--- src/rtl/fifo_pkg.sv ---
// fifo_pkg: sizing helpers shared by the sync FIFO read/write control and output stage.
package fifo_pkg;
    function automatic int fwft_bd(input int rd_lat);
        return rd_lat + 2;
    endfunction
    function automatic int cnt_w(input int depth);
        return $clog2(depth + 1);
    endfunction
endpackage

--- src/rtl/rd_lat_pipe.sv ---
// rd_lat_pipe: tracks granted reads through the RAM latency; emits push and in-flight count.
module rd_lat_pipe #(
    parameter int RD_LAT = 1,
    parameter int NW     = $clog2(RD_LAT + 1)
) (
    input  logic          clk,
    input  logic          rst,
    input  logic          ren,
    output logic          push,
    output logic [NW-1:0] inflight
);
    logic [RD_LAT-1:0] pipe;
    always_ff @(posedge clk) begin
        if (rst) pipe <= '0;
        else begin
            pipe[0] <= ren;
            for (int k = 1; k < RD_LAT; k++) pipe[k] <= pipe[k-1];
        end
    end
    always_comb begin
        inflight = '0;
        for (int k = 0; k < RD_LAT; k++) inflight = inflight + NW'(pipe[k]);
    end
    assign push = pipe[RD_LAT-1];
endmodule

--- src/rtl/fifo_fwft_out_stage.sv ---
// fifo_fwft_out_stage: FWFT skid buffer behind the FIFO RAM, credit-based read requests.
module fifo_fwft_out_stage
    import fifo_pkg::*;
#(
    parameter  int DW     = 32,
    parameter  int RD_LAT = 1,
    localparam int BD     = fwft_bd(RD_LAT),
    localparam int CW     = cnt_w(BD)
) (
    input  logic          i_clk,
    input  logic          i_rst,
    output logic          o_ready_m,
    input  logic          i_ren,
    input  logic [DW-1:0] i_rdata,
    output logic          o_valid,
    input  logic          i_ready,
    output logic [DW-1:0] o_data,
    output logic [CW-1:0] o_count,
    output logic          o_err
);
    localparam int PW = $clog2(BD);
    localparam int NW = $clog2(RD_LAT + 1);
    logic [DW-1:0] mem [BD];
    logic [PW-1:0] wptr, rptr;
    logic [CW-1:0] count;
    logic [NW-1:0] inflight;
    logic [CW:0]   used;
    logic          push, wr, pop, full, err;
    rd_lat_pipe #(.RD_LAT(RD_LAT), .NW(NW)) u_pipe (
        .clk(i_clk), .rst(i_rst), .ren(i_ren), .push(push), .inflight(inflight)
    );
    assign full      = count == CW'(BD);
    assign wr        = push & ~full;
    assign pop       = o_valid & i_ready;
    // Credits count words already buffered plus reads still inside the RAM.
    assign used      = (CW+1)'(count) + (CW+1)'(inflight);
    assign o_ready_m = ~i_rst & (used < (CW+1)'(BD));
    assign o_valid   = ~i_rst & (count != '0);
    assign o_count   = i_rst ? '0 : count;
    assign o_err     = ~i_rst & err;
    assign o_data    = mem[rptr];
    always_ff @(posedge i_clk) begin
        if (i_rst) begin
            wptr  <= '0;
            rptr  <= '0;
            count <= '0;
            err   <= 1'b0;
        end else begin
            if (wr) wptr <= (wptr == PW'(BD-1)) ? '0 : wptr + 1'b1;
            if (pop) rptr <= (rptr == PW'(BD-1)) ? '0 : rptr + 1'b1;
            count <= count + CW'(wr) - CW'(pop);
            if ((i_ren & ~o_ready_m) | (push & full)) err <= 1'b1;
        end
    end
    always_ff @(posedge i_clk) begin
        if (wr) mem[wptr] <= i_rdata;
    end
endmodule
--- config.mk ---
export PLATFORM = sky130hd
export DESIGN_NAME = fifo_fwft_out_stage
export DESIGN_NICKNAME = d
export VERILOG_FILES = /design/src/rtl/fifo_pkg.sv /design/src/rtl/rd_lat_pipe.sv /design/src/rtl/fifo_fwft_out_stage.sv
export SDC_FILE = /design/constraint.sdc
export NUM_CORES = 1
export LEC_CHECK = 0
export ABC_AREA = 0
export ABC_CLOCK_PERIOD_IN_PS = 4380
export BUFFER_PORTS_ARGS = -buffer_cell sky130_fd_sc_hd__buf_2
export CAP_MARGIN = 10
export CORE_ASPECT_RATIO = 1.1
export CORE_MARGIN = 10
export CORE_UTILIZATION = 37
export CTS_BUF_LIST = sky130_fd_sc_hd__clkbuf_4
export CTS_CLUSTER_SIZE = 24
export DETAILED_ROUTE_END_ITERATION = 12
export SETUP_SLACK_MARGIN = 0.1
export SKIP_LAST_GASP = 1
export SLEW_MARGIN = 20
export SYNTH_ARGS = -nofsm -noshare
export SYNTH_HDL_FRONTEND = slang
export SYNTH_SLANG_ARGS = --single-unit
--- constraint.sdc ---
create_clock -name i_clk -period 4.38 [get_ports i_clk]
set_clock_uncertainty 0.2 [all_clocks]
set_input_delay 0.876 -clock i_clk [delete_from_list [all_inputs] [get_ports i_clk]]
set_output_delay 0.876 -clock i_clk [all_outputs]
set_load 0.03 [all_outputs]
# ---- Yosys cells after proc, flatten, opt, wreduce, memory -nomap -nowiden
# Memories as Yosys holds them, arrays and structs flattened. A register that Yosys moved wholly into a read port is not among the register bits.
# Index checks and enable logic that the tools add are counted.
dict set report word_totals {
  ff_bits 8
  ramBits 96
  input_bits 36
  output_inout_bits 37
  word_cells 34
  memories 1
}
dict set report classes {
  addsub 5
  n_lt_le_gt_ge 1
  eq_ne 3
  n_mux 7
  bitwise 11
  n_reduce_logical 1
}
# memory depth width rd rd_ports_with_merged_regs wr line
set memory_table {}
lappend memory_table {mem 3 32 1 1 1 fifo_fwft_out_stage.sv:23} ;# logic [DW-1:0] mem [BD];
# operator count
set op_table {}
lappend op_table {{$mux 2} 5}
lappend op_table {{$and 1x1->1} 7}
lappend op_table {{$eq 2x2->1 const B} 3}
lappend op_table {{$add 2x1->2 const B} 2}
lappend op_table {{$add 2x1->3} 1}
lappend op_table {{$lt 3x2->1 const B} 1}
lappend op_table {{$not 1->1} 3}
lappend op_table {{$add 2x1->2} 1}
lappend op_table {{$mux 1} 2}
lappend op_table {{$reduce_bool 2->1} 1}
lappend op_table {{$sub 2x1->2} 1}
lappend op_table {{$or 1x1->1} 1}

# ---- Longest topological paths before layout
dict set report logic_depth {
  ltp_word 6
  depth_mapped 8
  mapped_depth_nobuf 8
}

# ---- Hierarchy
# Synthesis repeated with hierarchy kept, for this count alone.
dict set report hier_totals {
  hier_cells 253
  hier_area_um2 4031.4
}
# mod n_inst cells_each area_each_um2 seq_area_each_um2
set modules_own_cells {}
lappend modules_own_cells {fifo_fwft_out_stage 1 250 3990.1 3062.9}
lappend modules_own_cells {rd_lat_pipe 1 3 41.3 20.0}

# ---- Worst setup path after synthesis
# Ideal clock, no wire load.
dict set report synth_path {
  path_type {register -> register}
  from {register count[0]}
  to {memory mem[2][0] (enable)}
  setup_time_ps 468
  arrival_ps 2971
  required_time_ps 3712
  path_slack_ps 741
  stages_incl_launch_ff 3
  path_buffers 0
  period_less_slack_ps 3639
  cell_sequence {dfxtp_1 a21bo_4 nor3b_1}
}
dict set report synth_between {
  elab_chain_cells 5
}
# item line
set synth_lines {}
lappend synth_lines {{from (decl)} fifo_fwft_out_stage.sv:25} ;# logic [CW-1:0] count;
lappend synth_lines {{from (signal assigned)} fifo_fwft_out_stage.sv:51} ;# count <= count + CW'(wr) - CW'(pop);
lappend synth_lines {{$eq 2x2->1} fifo_fwft_out_stage.sv:32} ;# assign full = count == CW'(BD);
lappend synth_lines {{$not 1->1} fifo_fwft_out_stage.sv:33} ;# assign wr = push & ~full;
lappend synth_lines {{$and 1x1->1} fifo_fwft_out_stage.sv:33}
lappend synth_lines {{$mux 1} fifo_fwft_out_stage.sv:56} ;# if (wr) mem[wptr] <= i_rdata;
lappend synth_lines {{$mux 1 (not written as such)} fifo_fwft_out_stage.sv:56}
lappend synth_lines {{to (decl)} fifo_fwft_out_stage.sv:23}
# No other way between the ends.

==> impl_results.md <==
* Slew HR at 0.283
* Post-synth EDFFs at 96
* Crit share post-route at 0.753
* CTS root buffer: clkbuf_4
* Mean Syn Cell Area at 15.9 um^2
* Worst hold path type: reg2reg
* Most common cell after layout, fill and taps aside: edfxtp_1
* Starting density of the core at 0.383
* Synth top area cells: edfxtp_1 (72%), mux2i_1 (8.2%), dfxtp_1 (5.0%), o21ai_0 (3.4%), nand2_1 (3.2%)
* P_int at between 1.5 and 2 mW
* Initial antenna violation count at 2
* Die ar. at ~15000 um^2
* Net Switching at approximately 530 uW
* Drt pass-1 iters at 4
* Die width at roughly 120 um
* Post-layout minimum cycle time at 3.30 ns
* Status: finished, final reports clean
* Vias in the first global route at 2357
* Max Root-Sink Buffers at 2
* Setup_tns at 0 ns
* LEAKAGE at between 1.5 and 2 nW
* Ys Warns at 0
* RSZ-0062 raised after global routing: false
* Cts repair resizes at 0
* Power share of the combinational group at 0.136
* CTS sink cnt at around 110
* Largest net degree at the start of global routing at 65
* Kind of critical path: reg2out
* Sequential share of the synthesized area at 0.767
* Hold Fails Final Rpt at 0
* Simple-Gate Fraction of Synth Area at 0.0648
* Latest clock arrival within the worst-skew pair at 0.44 ns
* WL final at between 7000 and 8000 um
* Crit-path cells: mux2i_1 -> o21ai_0 -> buf_2
* Pwr dens at ~440 nW/um^2
* Worst path bufs/invs at 1
* Reg-to-reg critical path startpoint: count[0]
* Worst-path clk slew at ~0.15 ns
* Seq pwr share at 0.571
* Ports at 73
* Post-synth top area cell: edfxtp_1
* Netlist cell types at 28
* Synthesized cell area at about 4000 um^2
* Fin nets at around 370
* Cells after Synth at about 250
* Req. time, crit path at approximately 3.3 ns
* Top-area cell type share of the netlist area at 0.717
* MaxCap Viol Count at 0
* Top FF cell, synth: edfxtp_1
* Rows at 39
* Hold Buf Count CTS at 0
* Die Y at about 130 um
* Worst hold slack at about 0.32 ns
* Placer Congestion at roughly 0.74
* PortBufs at 72
* Setup Buffers After CTS at 0
* Max Slew Vio Count at 0
* Worst Setup Start Kind: register
* Area growth syn-to-layout at 17.5%
* Most frequent cells in the layout: edfxtp_1 (96), buf_2 (72), nand2_1 (34)
* Hold Crit Start: wptr[0]
* Total Routing Usage GR at 0.0996
* First-pass GRT wire length at 11800 um
* Drc violations at 0
* Crit-path slowest cell: dfxtp_2
* Core area at approximately 10000 um^2
* Achievable frequency at slightly above 300 MHz
* Flops & latches, synth at 106
* Share of layout cells above drive strength 1 at 0.299
* Worst vdd ir at 272 uV
* Worst path max stage delay at approximately 1.1 ns
* Crit Path Max Fanout at 32
* DPL Wire Length at 4670 um
* 1st-iter DRT viols at 54
* Vias per cell at approximately 4.6
* TritonCTS clock tree: done
* CTS buffer count at 9
* Sw frac at 0.256
* WL/cell at 15.3 um
* Worst slew pin tran at approximately 1.1 ns
* H-tree levels at 3
* Worst Slack Setup Final at around 1.1 ns
* Delay-heaviest family, CP: flip-flops
* Post-Synth Adder-Cell Area at 0.0125
* Main combinational cell family by area after synthesis: multiplexers
* Critical path arrival at 2.22 ns
* Synth Area in Compound Gates at 0.0523
* XOR/XNOR share of the synthesized area at 0.00436
* Pre-CTS setup slack at roughly 1.5 ns
* Clock share of power at 0.293
* Final setup violation count at 0
* Vias post-DR at roughly 2200
* Crit end category: primary output
* Mux contribution to synthesized area at 0.0822
* Routed Antenna Nets at 0
* Ys async rst share at 0
* Global route overflow at 0
* Syn_nets at about 300
==> cell families after synthesis <==
logic type | after synthesis
adder cells (fa/ha/maj) | 4
flip-flops | 106
multiplexers | 33
buffers and inverters | 14
AND/OR/NAND/NOR | 55
AO/OA/AOI/OAI | 38
XOR/XNOR | 2
==> power groups by stage <==
stage                     registers [mW]  clock network (mW)  logic [mW]
final                               1.18               0.606       0.282
after global routing                1.19               0.672       0.308
after CTS                           1.18               0.634       0.288
after detailed placement            1.20                   0       0.288
after global placement              1.20                   0       0.284
after floorplan                     1.17                   0       0.223
==> registers in the layout (all words and copies together), names as in the netlist, named ones only <==
| register | count |
|---|---|
| mem | 96 |
| count | 2 |
| rptr | 2 |
| wptr | 2 |
| err | 1 |
| u_pipe.push | 1 |
==> final cells by class <==
cell class,instances,area [um^2]
antenna,1,2.50
clock buffer,10,75.1
clock inverter,6,114
fill,942,5770
inverter,2,7.51
multi-input combinational,132,873
sequential,106,3090
tap,143,179
timing repair buffer,75,383
==> synthesized netlist by cell type, types with 2 or more instances <==
| cell type | number |
|---|---|
| edfxtp_1 | 96 |
| nand2_1 | 34 |
| mux2i_1 | 33 |
| o21ai_0 | 27 |
| dfxtp_1 | 10 |
| clkbuf_1 | 6 |
| nor2b_1 | 6 |
| o21ai_1 | 6 |
| ha_1 | 4 |
| buf_2 | 3 |
| buf_4 | 3 |
| nand2b_1 | 3 |
| nor2_1 | 3 |
| inv_1 | 2 |
| nand3_1 | 2 |
| or2_1 | 2 |
==> worst register-to-register path, cell delays in order, from the launching register on <==
cell and delay (ns):
dfxtp_1 0.39, a21bo_4 0.26, or3_4 0.34, inv_1 0.36
buf_4 0.40
==> stage by stage <==
stage                      util  total power [mW]  cells  cell area, um^2
after global placement    0.432              1.49    458             4530
final                     0.450              2.07    475             4720
after global routing      0.450              2.17    475             4720
after floorplan               -              1.39    252             4020
after detailed placement  0.432              1.49    458             4530
after CTS                 0.450              2.10    474             4720
==> path summary, 6_finish.rpt <==
check	end	slack, ns	cells past startpoint
max	o_data[5]	1.08	3
min	wptr[0]	0.32	2
max reg2reg	mem[0][26]	2.10	4
min reg2reg	wptr[0]	0.32	2
==> per-layer routing <==
| metal | vias to the layer above | track usage | wire length [um] |
|---|---|---|---|
| met1 | 1024 | 0.108 | 3100 |
| met2 | 45 | 0.169 | 3610 |
| met4 | 2 | 0.0547 | 167 |
| li1 | 1082 | - | - |
| met5 | - | 0 | 8 |
| met3 | 13 | 0.0352 | 395 |
No activity file was read; power rests on OpenSTA's default activity.
